`config.mk`:
```
export PLATFORM = sky130hd
export DESIGN_NAME = subtractor_128bit_seq
export DESIGN_NICKNAME = d
export VERILOG_FILES = /design/src/rtl/subtractor_128bit_seq.sv
export SDC_FILE = /design/constraint.sdc
export NUM_CORES = 1
export LEC_CHECK = 0
export CORE_ASPECT_RATIO = 0.5
export CORE_UTILIZATION = 50
export CTS_BUF_LIST = sky130_fd_sc_hd__clkbuf_16
export DETAILED_ROUTE_END_ITERATION = 8
export PLACE_DENSITY = 0.81
export REMOVE_ABC_BUFFERS = 1
export SYNTH_ARGS = -nofsm -noshare
export SYNTH_HDL_FRONTEND = slang
export SYNTH_SLANG_ARGS = --single-unit
```
`constraint.sdc`:
```
create_clock -name iClk -period 14.1 [get_ports iClk]
set_input_delay 2.82 -clock iClk [delete_from_list [all_inputs] [get_ports iClk]]
set_output_delay 2.82 -clock iClk [all_outputs]
set_load 0.01 [all_outputs]
```
`src/rtl/subtractor_128bit_seq.sv`:
```
// -----------------------------------------------------------------------------
// subtractor_128bit_seq
//
// Multi-cycle wide subtractor: oDiff = iA - iB - iBorrow (mod 2^DATA_WIDTH).
// The operation is split into N = DATA_WIDTH/CHUNK_WIDTH chunks, least
// significant first. Each RUN cycle adds one chunk of the minuend to the
// one's complement of the matching subtrahend chunk plus the rippled carry.
// The carry is the inverted borrow, so it starts as ~iBorrow, and the final
// borrow-out is the inverted carry of the top chunk.
//
// Ports
//   iClk     clock
//   iRstn    asynchronous active-low reset
//   iValid   operand request valid (taken only in IDLE)
//   oReady   block can accept operands (high only in IDLE)
//   iA       minuend,    DATA_WIDTH bits
//   iB       subtrahend, DATA_WIDTH bits
//   iBorrow  borrow-in
//   oValid   result valid (high only in DONE)
//   iReady   sink accepts result (observed only in DONE)
//   oDiff    difference, DATA_WIDTH bits, updated only on entry to DONE
//   oBorrow  borrow-out, 1 when iA < iB + iBorrow as unsigned values
// -----------------------------------------------------------------------------
module subtractor_128bit_seq #(
    parameter int DATA_WIDTH  = 128,
    parameter int CHUNK_WIDTH = 32
) (
    input  logic                  iClk,
    input  logic                  iRstn,
    input  logic                  iValid,
    output logic                  oReady,
    input  logic [DATA_WIDTH-1:0] iA,
    input  logic [DATA_WIDTH-1:0] iB,
    input  logic                  iBorrow,
    output logic                  oValid,
    input  logic                  iReady,
    output logic [DATA_WIDTH-1:0] oDiff,
    output logic                  oBorrow
);

    localparam int N     = DATA_WIDTH / CHUNK_WIDTH;
    localparam int CNT_W = (N > 1) ? $clog2(N) : 1;
    localparam logic [CNT_W-1:0] LAST_CHUNK = CNT_W'(N - 1);

    // Refuse to build a subtractor whose width is not a whole number of chunks.
    generate
        if ((DATA_WIDTH % CHUNK_WIDTH) != 0 || DATA_WIDTH < CHUNK_WIDTH) begin : g_width_check
            $error("DATA_WIDTH must be a non-zero integer multiple of CHUNK_WIDTH");
        end
    endgenerate

    typedef enum logic [1:0] {
        IDLE = 2'd0,
        RUN  = 2'd1,
        DONE = 2'd2
    } state_t;

    state_t                  state_q;
    state_t                  state_d;

    logic [CNT_W-1:0]        cnt_q;
    logic                    carry_q;
    logic [DATA_WIDTH-1:0]   a_q;
    logic [DATA_WIDTH-1:0]   b_q;
    logic [DATA_WIDTH-1:0]   res_q;
    logic [DATA_WIDTH-1:0]   res_d;
    logic [CHUNK_WIDTH:0]    chunk_sum;

    logic                    accept;
    logic                    last_chunk;

    assign accept     = (state_q == IDLE) && iValid;
    assign last_chunk = (cnt_q == LAST_CHUNK);

    // -------------------------------------------------------------------------
    // FSM: state register
    // -------------------------------------------------------------------------
    // NOTE: every clocked process uses non-blocking (<=) assignments so all
    // registers sample pre-edge values and simulation matches the hardware.
    always_ff @(posedge iClk or negedge iRstn) begin
        if (!iRstn) begin
            state_q <= IDLE;
        end else begin
            state_q <= state_d;
        end
    end

    // -------------------------------------------------------------------------
    // FSM: next state and handshake outputs
    // -------------------------------------------------------------------------
    // NOTE: all outputs of this always_comb get a default before the case so no
    // path leaves one unassigned, which would otherwise infer a latch.
    always_comb begin
        state_d = state_q;
        oReady  = 1'b0;
        oValid  = 1'b0;
        case (state_q)
            IDLE: begin
                oReady = 1'b1;
                if (iValid) begin
                    state_d = RUN;
                end
            end
            RUN: begin
                if (last_chunk) begin
                    state_d = DONE;
                end
            end
            DONE: begin
                oValid = 1'b1;
                if (iReady) begin
                    state_d = IDLE;
                end
            end
            default: begin
                state_d = IDLE;
            end
        endcase
    end

    // -------------------------------------------------------------------------
    // Chunk arithmetic
    // -------------------------------------------------------------------------
    // The operand registers shift right by one chunk per RUN cycle, so the
    // chunk being processed always sits in the low CHUNK_WIDTH bits and no
    // wide selection mux is needed on the operand side.
    always_comb begin
        chunk_sum = {1'b0, a_q[CHUNK_WIDTH-1:0]}
                  + {1'b0, ~b_q[CHUNK_WIDTH-1:0]}
                  + {{CHUNK_WIDTH{1'b0}}, carry_q};
    end

    // Partial result with the current chunk merged in; becomes oDiff on the
    // last RUN cycle so the top chunk does not cost an extra cycle.
    always_comb begin
        res_d = res_q;
        res_d[int'(cnt_q) * CHUNK_WIDTH +: CHUNK_WIDTH] = chunk_sum[CHUNK_WIDTH-1:0];
    end

    // -------------------------------------------------------------------------
    // Datapath storage without reset
    // -------------------------------------------------------------------------
    // NOTE: operand and partial-result registers are deliberately not reset:
    // they are always fully loaded or overwritten before being observed, and
    // leaving them out of the reset net keeps the wide datapath cheap.
    always_ff @(posedge iClk) begin
        if (accept) begin
            a_q <= iA;
            b_q <= iB;
        end else if (state_q == RUN) begin
            a_q   <= a_q >> CHUNK_WIDTH;
            b_q   <= b_q >> CHUNK_WIDTH;
            res_q <= res_d;
        end
    end

    // -------------------------------------------------------------------------
    // Control and result registers with reset
    // -------------------------------------------------------------------------
    always_ff @(posedge iClk or negedge iRstn) begin
        if (!iRstn) begin
            cnt_q   <= '0;
            carry_q <= 1'b0;
            oDiff   <= '0;
            oBorrow <= 1'b0;
        end else begin
            if (accept) begin
                cnt_q   <= '0;
                // Subtraction as addition of the one's complement: the carry-in
                // is the inverted borrow-in.
                carry_q <= ~iBorrow;
            end else if (state_q == RUN) begin
                carry_q <= chunk_sum[CHUNK_WIDTH];
                if (last_chunk) begin
                    cnt_q   <= '0;
                    oDiff   <= res_d;
                    oBorrow <= ~chunk_sum[CHUNK_WIDTH];
                end else begin
                    cnt_q <= cnt_q + 1'b1;
                end
            end
        end
    end

endmodule

```
==> results of run 1 <==
==> path summary, 6_finish.rpt <==
kind                       slack [ns]              startpoint                      to  cells past startpoint
max                              8.10                  iValid       b_q[13]$_DFFE_PP_                      6
min                              0.49  oDiff[110]$_DFFE_PN0P_  oDiff[110]$_DFFE_PN0P_                      2
max reg2reg                     10.05     carry_q$_DFFE_PN0P_     res_q[56]$_DFFE_PP_                     12
min reg2reg                      0.49  oDiff[110]$_DFFE_PN0P_  oDiff[110]$_DFFE_PN0P_                      2
max in group asynchronous       10.51                   iRstn   oDiff[21]$_DFFE_PN0P_                      2
min in group asynchronous        2.23                   iRstn  oDiff[103]$_DFFE_PN0P_                      1
==> per-stage QoR <==
stage               setup TNS [ns]  hold WS [ns]  setup WS (ns)  cells   util
global placement                 0         0.460           7.62   3066  0.605
floorplan                  -197.15         0.491         -0.767   2054      -
global route                     0         0.512           7.85   3167  0.637
detailed placement               0         0.464           7.55   3066  0.605
CTS                              0         0.490           8.13   3154  0.636
finish                           0         0.487           8.10   3167  0.637
==> routing by layer <==
metal | global-route usage | vias up
met5 | 0 | -
met4 | 0.115 | 2
met3 | 0.0442 | 155
met2 | 0.428 | 622
met1 | 0.318 | 8223
li1 | - | 8049
==> cells in the mapped netlist, types with 4 or more instances <==
cell type / count
nor2b_1: 4
nand4_1: 9
inv_1: 150
a21o_1: 17
a21oi_1: 40
a31oi_1: 18
nor3_1: 12
o211ai_1: 8
or3_1: 7
nand2b_1: 25
xnor2_1: 13
and3_1: 71
edfxtp_1: 384
mux2_2: 41
ha_1: 37
clkbuf_1: 109
buf_1: 4
nand3_1: 16
dfrtp_1: 134
nor2_1: 38
buf_2: 8
o21ai_1: 6
xor2_1: 12
mux2i_1: 4
o21ai_0: 34
nand2_1: 817
or2_2: 4
o22ai_1: 109
==> layout by cell type (no fill, tap or decap), types with 3 or more instances in the layout <==
cell / instances
edfxtp_1: 384
or3_1: 7
nand3b_1: 3
clkinv_2: 11
nand3_1: 16
a21oi_1: 40
buf_4: 23
o21ai_1: 6
inv_1: 163
inv_6: 3
o22ai_1: 109
and3_1: 71
o21ai_0: 34
or2_2: 4
xnor2_1: 13
diode_2: 13
nor2b_1: 4
nand4_1: 9
a21o_1: 17
clkbuf_16: 47
clkdlybuf4s50_1: 389
mux2_2: 41
nor2_1: 37
nor3_1: 12
mux2i_1: 4
dfrtp_1: 134
nand2_1: 814
nand2b_1: 25
o211ai_1: 8
a31oi_1: 18
xor2_1: 12
clkinv_1: 11
ha_1: 37
o21a_1: 3
==> layout make-up <==
cell class              instances  area, um2  share of cell area
clock buffers                  47       1180              0.0408
repair buffers                414       4080               0.142
flip-flops and latches        518      14900               0.516
multi-input cells            1386       7130               0.247
clock inverters                41        216             0.00751
inverters                     150        566              0.0196
diodes                         13       32.5             0.00113
well taps                     598        748              0.0259
==> sequential cells by signal, indices dropped and copies added, names as in the netlist <==
| register | count |
|---|---|
| a_q | 128 |
| b_q | 128 |
| oDiff | 128 |
| oBorrow | 1 |
| carry_q | 1 |
| res_q | 128 |
| cnt_q | 2 |
| state_q | 2 |
==> kinds of logic (layout without fill, tap and decap cells) <==
group / after synthesis / after routing / share of synthesized area
xor+xnor: 27 / 27 / 0.0109
fa+ha+maj: 39 / 39 / 0.0219
flops: 518 / 518 / 0.647
mux: 45 / 45 / 0.0218
buf+inv: 271 / 652 / 0.0446
simple gates: 1016 / 1016 / 0.183
other cells: 0 / 13 / 0
compound gates: 259 / 259 / 0.0714
==> power breakdown <==
part           switching (W)  internal (W)
sequential          0.000291       0.00276
clock               0.000563      0.000627
combinational        0.00225       0.00124
==> worst reg2reg max path, delay by kind of cell, from the launching register on <==
family	cells	cell delay, ns
compound gates	7	1.59
simple gates	1	0.15
xor+xnor	1	0.72
fa+ha+maj	2	0.89
flops	1	0.32
buf+inv	1	0.10
==> flow_summary.ini, run 1 <==
[yosys]
yosysWarnings = 0
synth_enable_flop_cells = 384
yosysSeqAreaShare = 0.647
syn_area_mm2 = 0.0230
synth_top_cell_area_share = 0.501
ys_top_cells_by_area = edfxtp_1, dfrtp_1, nand2_1
synth_cell_types = 57
synth.ff_latch_count = 518
avgSynthCellArea_um2 = 10.6
synthCells = 2175
async_flop_share = 0.259
yosys.area.top_type = edfxtp_1
synth_ff_type = edfxtp_1

[worst_setup_path]
crit_top_cell = buf_4
worstPathCellList = buf_2, buf_4, nand2_4, nand2_4, buf_4, buf_4
worstPathArrival_ns = 6.18
path_delay_family = buffers and inverters
startpoint_type = input pin
worst-setup-path-type = in2reg
endpoint_kind = flop
critPathBufInv = 4
max_stage_delay_ns = 0.85
critPathRequiredTime_ns = 14.29
critPathMaxFanout = 75
slowest_stage = buf_4

[floorplanning]
dieHeight_um = 154
num_rows = 55
core_area_mm2 = 0.0453
die_w_um = 305
die_area_mm2 = 0.0469
boundaryPins = 392
start_util = 0.508

[clock_network]
cts.clk_slew.worst_paths_ns = 0.06
cts_sinks = 518
root_buffer = clkbuf_16
cts-buffers-inserted = 47
insertion_delay_ns = 0.57
cts_resized = 0
cts_buffer_depth = 3
post-cts-setup-buffers = 0
cts_hold_buf = 0
cts_tree = built
h-tree-depth = 2

[timing]
timing.fmax_ghz = 0.167
setup_viol = 0
clock_skew_ns = 0.0259
finalCritPeriodShare = 0.425
fin_crit_ns = 6.00
hold_violations = 0
relSlewSlack = 0.249
worst_pin_slew_ns = 1.13
grt_setup_unrepaired = false
final-max-slew-violation-count = 0

[detailed_routing]
vias = 17100
met2_length_mm = 30.3
top_layer = met5
wl_met3_mm = 3.66
vias_per_cell = 5.38
routedWlPerCell_um = 19.1
drc = 3
routed_wl_mm = 60.5
dr.pass1.iters = 9
drtIter0Drc = 1728
ant_nets = 0
drt-met1-wl_mm = 23.8

[pwr]
p_leak_nw = 12.7
total_power_w = 0.00772
power_density_mw_per_mm2 = 268
vdd_ir_drop_max_uv = 203

[global_route]
grt_pass1_vias = 16900
overflow = 0
antenna_found_initial = 14
grt_max_degree = 95
grt_util_all_layers = 0.252
grt_pass1_wl_mm = 92.4

[cells_and_area]
layout-drive-gt1-share = 0.0599
area_growth_pct = 25.3
final_cell_area_mm2 = 0.0288
fillCellCount = 3389
nets = 2817

[placed_design]
hpwlAfterDp_mm = 40.9
place_area_mm2 = 0.0274
place.gp.congestion = 0.861
io_buffers = 391

[worst_hold_path]
hold_path.class = reg2reg

[outcome]
failed_checks = design-rule violations
status = complete, but fails checks

[flow_run]
max_cap_violations = 0
No activity file was read; power rests on OpenSTA's default activity.
==> run 2, diff against run 1 <==
- CORE_UTILIZATION: 50 -> 48
- clock period: 14.1 -> 5.26 ns (I/O delays scaled with it)
==> run 2 against run 1 <==
Effect of this change: the flow now finishes without violations; worst setup slack worse by 6.7 ns; design area is 0.66% higher; sequential power grew to 2.7 times the previous value; non-clock buffer count is 2 higher; hold slack worse by 0.015 ns; critical path depth is 6 higher; combinational power grew to 2.7 times the previous value; total power grew to 2.7 times the previous value; count of clock-buffer cells in the layout is 1 lower; register-to-register slack worse by 8.6 ns; die area is 4.1% higher; critical endpoint is now res_q[88]$_DFFE_PP_.
==> flow_summary.ini, run 2 (synthesis gave the netlist of run 1 again) <==
[cells_and_area]
final_cell_mix = nand2_1, clkdlybuf4s50_1, edfxtp_1
fillCellCount = 3587
area_growth_pct = 26.1
final_common_cell = nand2_1
nets = 2818
seq_area_mm2 = 0.0149
layout-drive-gt1-share = 0.0606
final_cell_area_mm2 = 0.0290
multi_input_area_mm2 = 0.00713

[detailed_routing]
drtIter0Drc = 1999
vias_per_cell = 5.37
drc = 0
vias = 17200
dr.pass1.iters = 8
ant_nets = 0
routed_wl_mm = 62.1
routedWlPerCell_um = 19.4

[global_route]
grt_pass1_wl_mm = 94.1
gr-usage-met1 = 0.311
grt_util_all_layers = 0.248
antenna_found_initial = 11
grt_max_degree = 195
grt_util_met2 = 0.419
top_usage_layer = met2
grt_pass1_vias = 17100
overflow = 0
use_met3 = 0.0440

[worst_setup_path]
endpoint_kind = flop
worst-setup-path-type = reg2reg
startpoint_type = flop
r2r_slack_ns = 1.41
r2r_start = carry_q$_DFFE_PN0P_
critPathRequiredTime_ns = 5.55
critPathMaxFanout = 8
reg2reg_depth = 12
r2r_end = res_q[88]$_DFFE_PP_
worstPathArrival_ns = 4.14

[floorplanning]
die_area_mm2 = 0.0489
core_area_mm2 = 0.0471
die_w_um = 312
dieHeight_um = 157
boundaryPins = 392
start_util = 0.489
num_rows = 56

[clock_network]
insertion_delay_ns = 0.59
cts_sinks = 518
cts_buffer_depth = 3
h-tree-depth = 2
post-cts-setup-buffers = 0
cts_hold_buf = 0
cts.clk_slew.worst_paths_ns = 0.06
cts-buffers-inserted = 46
root_buffer = clkbuf_16
cts_resized = 0
cts_tree = built

[worst_hold_path]
hold_path.class = reg2reg
hold_start = oDiff[6]$_DFFE_PN0P_
min_to = oDiff[6]$_DFFE_PN0P_
hold_depth = 2

[placed_design]
place_area_mm2 = 0.0275
io_buffers = 391
place.gp.congestion = 0.868
hpwlAfterDp_mm = 42.3

[timing]
fin_crit_ns = 3.85
grt_setup_unrepaired = false
clock_skew_ns = 0.0294
setup_viol = 0
relSlewSlack = 0.214
final-max-slew-violation-count = 0
timing.fmax_ghz = 0.260
hold_violations = 0
worst_pin_slew_ns = 1.16
finalCritPeriodShare = 0.733

[pwr]
cell_internal_pwr_w = 0.0125
p_sw_frac = 0.403
switching_power_w = 0.00846
total_power_w = 0.0210
clkPwrFrac = 0.158
pwr-share-seq = 0.388
pwr-share-comb = 0.454
power_density_mw_per_mm2 = 723
vdd_ir_drop_max_uv = 416
p_leak_nw = 12.8

[outcome]
status = complete, no violations

[flow_run]
max_cap_violations = 0
-- run 2: how the worst max path moves through the flow --
| stage | to | slack [ns] | cells after the start | start |
|---|---|---|---|---|
| finish | res_q[88]$_DFFE_PP_ | 1.41 | 12 | carry_q$_DFFE_PN0P_ |
| global route | res_q[56]$_DFFE_PP_ | 1.14 | 12 | carry_q$_DFFE_PN0P_ |
| CTS | res_q[88]$_DFFE_PP_ | 1.45 | 12 | carry_q$_DFFE_PN0P_ |
| detailed placement | res_q[88]$_DFFE_PP_ | 1.48 | 12 | carry_q$_DFFE_PN0P_ |
| global placement | res_q[24]$_DFFE_PP_ | 1.61 | 12 | carry_q$_DFFE_PN0P_ |
| floorplan | a_q[0]$_DFFE_PP_ | -7.84 | 2 | iValid |
-- run 2: area by class of cell --
type / count / share of cell area
Clock buffer: 46 / 0.0397
Clock inverter: 40 / 0.0106
Tap cell: 638 / 0.0275
Multi-Input combinational cell: 1386 / 0.246
Timing Repair Buffer: 416 / 0.143
Inverter: 150 / 0.0195
Sequential cell: 518 / 0.513
Antenna cell: 12 / 0.00103
-- run 2: power groups by stage --
stage          registers [W]  logic (W)  clock network [W]
5_1_grt              0.00833     0.0104            0.00351
3_5_place_dp         0.00819    0.00937                  0
3_3_place_gp         0.00812    0.00909                  0
2_1_floorplan        0.00853    0.00565                  0
6_report             0.00814    0.00953            0.00331
4_1_cts              0.00815    0.00942            0.00335
-- run 2: through the flow --
| stage | setup slack (ns) | hold slack, ns | TNS, ns | utilization | cells |
|---|---|---|---|---|---|
| after floorplan | -7.84 | 0.491 | -2275.18 | - | 2054 |
| after global placement | 1.61 | 0.460 | 0 | 0.585 | 3108 |
| after detailed placement | 1.48 | 0.464 | 0 | 0.585 | 3108 |
| after CTS | 1.45 | 0.480 | 0 | 0.616 | 3194 |
| after global routing | 1.14 | 0.504 | 0 | 0.616 | 3205 |
| final | 1.41 | 0.472 | 0 | 0.616 | 3206 |
-- run 2: critical path, cell delays in order, from the launching register on --
cell and delay, ns:
dfrtp_1 0.33, inv_1 0.08, fa_1 0.48, fa_1 0.43
nor2b_1 0.14, o21a_1 0.14, o21a_1 0.16, o21ai_0 0.12
o31a_1 0.38, o311ai_0 0.36, a21oi_1 0.13, xor2_1 0.62
o22ai_1 0.19
-- run 2: metal layers --
metal,wire length [um],up-vias
met1,24500,8320
met5,0,-
met3,3820,161
met4,2840,0
li1,-,8055
met2,30900,678
==> run 3, diff against run 2 <==
- clock period: 5.26 -> 3.4 ns (I/O delays scaled with it)
==> run 3 against run 2 <==
Effect of this change: wire length up 3.9%; sequential share of layout area down 1.0 points; design area increased by 2.0%; hold slack got worse by 0.34 ns; via count increased by 1.8%; utilization increased by 1.2 points; sequential cell count stayed put; critical path type unchanged; largest power group unchanged; highest routed layer unchanged.
==> flow_summary.ini, run 3 (synthesis gave the netlist of run 1 again) <==
[timing]
fin_crit_ns = 3.25
relSlewSlack = 0.349
fin_hold_ws_ns = 0.131
final-max-slew-violation-count = 0
finalCritPeriodShare = 0.955
setup_viol = 0
timing.fmax_ghz = 0.308
hold_violations = 0
worst_pin_slew_ns = 0.977
clock_skew_ns = 0.0270

[cells_and_area]
nets = 2855
fin_cells = 3241
final_cell_mix = nand2_1, clkdlybuf4s50_1, edfxtp_1
area_growth_pct = 28.7
final_cell_area_mm2 = 0.0296
final_common_cell = nand2_1
final_util = 0.629
layout-drive-gt1-share = 0.0784

[pwr]
cell_internal_pwr_w = 0.0204
p_sw_frac = 0.396
switching_power_w = 0.0134
vdd_ir_drop_max_uv = 699
pwr-share-seq = 0.374
clkPwrFrac = 0.162
p_leak_nw = 13.0
power_density_mw_per_mm2 = 1140
pwr-share-comb = 0.464

[floorplanning]
num_rows = 56
start_util = 0.489
core_area_mm2 = 0.0471
dieHeight_um = 157
die_area_mm2 = 0.0489
boundaryPins = 392
die_w_um = 312

[detailed_routing]
vias_per_cell = 5.41
drc = 0
vias = 17500
routed_wl_mm = 64.5
drtIter0Drc = 1880
routedWlPerCell_um = 19.9
dr.pass1.iters = 6
ant_nets = 0

[worst_setup_path]
worstPathArrival_ns = 3.57
endpoint_kind = flop
r2r_start = carry_q$_DFFE_PN0P_
critPathRequiredTime_ns = 3.72
max_stage_delay_ns = 0.47
startpoint_type = flop
path_delay_family = compound AO/OA/AOI/OAI gates
crit_top_cell = o21a_1
worst-setup-path-type = reg2reg
critPathMaxFanout = 4
critPathBufInv = 1
startpoint = carry_q$_DFFE_PN0P_
worstPathCellList = inv_1, fa_1, fa_2, nor2b_1, o21a_1, o21a_1, o21ai_0, o31a_1, o31ai_1, o21ai_2, xor2_1, o22ai_1
slowest_stage = fa_1

[global_route]
overflow = 0
grt_pass1_vias = 17400
grt_pass1_wl_mm = 96.6
grt_util_all_layers = 0.257
antenna_found_initial = 12
grt_max_degree = 189

[outcome]
status = complete, no violations

[clock_network]
cts-buffers-inserted = 46
cts_sinks = 518
insertion_delay_ns = 0.59
cts_hold_buf = 0
cts_buffer_depth = 3
root_buffer = clkbuf_16
cts.clk_slew.worst_paths_ns = 0.07
h-tree-depth = 2
cts_tree = built

[placed_design]
place_area_mm2 = 0.0280
hpwlAfterDp_mm = 44.9
io_buffers = 391
place.gp.congestion = 0.908
place_inst = 3142

[flow_run]
max_cap_violations = 0

[worst_hold_path]
hold_path.class = in2async
-- run 3: final timing paths --
check	endpoint	slack [ns]	cells after the start
hold / removal	oDiff[72]$_DFFE_PN0P_	0.13	1
hold reg to reg	oDiff[11]$_DFFE_PN0P_	0.47	2
setup reg to reg	res_q[60]$_DFFE_PP_	0.15	12
setup / recovery	res_q[60]$_DFFE_PP_	0.15	12
max in group asynchronous	oDiff[98]$_DFFE_PN0P_	2.49	2
min in group iClk	oDiff[11]$_DFFE_PN0P_	0.47	2
-- run 3: area by class of cell --
cell class	count	area [um2]
timing repair buffer	453	4600
multi-input combinational	1386	7160
tap	638	798
clock inverter	36	388
inverter	150	566
antenna	13	32.5
fill	3544	17500
clock buffer	47	1180
sequential	518	14900
-- run 3: through the flow --
step | TNS, ns | power, W | setup slack, ns
2_1_floorplan | -3341.64 | 0.0213 | -9.55
3_3_place_gp | 0 | 0.0273 | 0.0850
3_5_place_dp | 0 | 0.0278 | 0.0817
4_1_cts | 0 | 0.0334 | 0.0360
5_1_grt | -0.0131 | 0.0355 | -0.0131
6_report | 0 | 0.0338 | 0.152
-- run 3: power groups by stage --
stage,Combinational (W),Clock (W),Sequential (W)
3_3_place_gp,0.0147,0,0.0126
3_5_place_dp,0.0151,0,0.0127
5_1_grt,0.0169,0.00576,0.0129
4_1_cts,0.0153,0.00552,0.0126
2_1_floorplan,0.00853,0,0.0128
6_report,0.0157,0.00548,0.0126
-- run 3: repair_timing --
action                                  4_1_cts  5_1_grt
resized for setup                             1        5
buffers inserted                              0        3
endpoints found under the setup margin        5       31
pin swaps                                     0        2
endpoints found under the hold margin         0        0
-- run 3: per-layer routing --
layer / up-vias / part of all wire / global-route usage
li1: 8134 / - / -
met3: 155 / 0.060 / 0.0392
met4: 0 / 0.046 / 0.123
met1: 8511 / 0.39 / 0.326
met5: - / 0 / 0
met2: 723 / 0.50 / 0.438
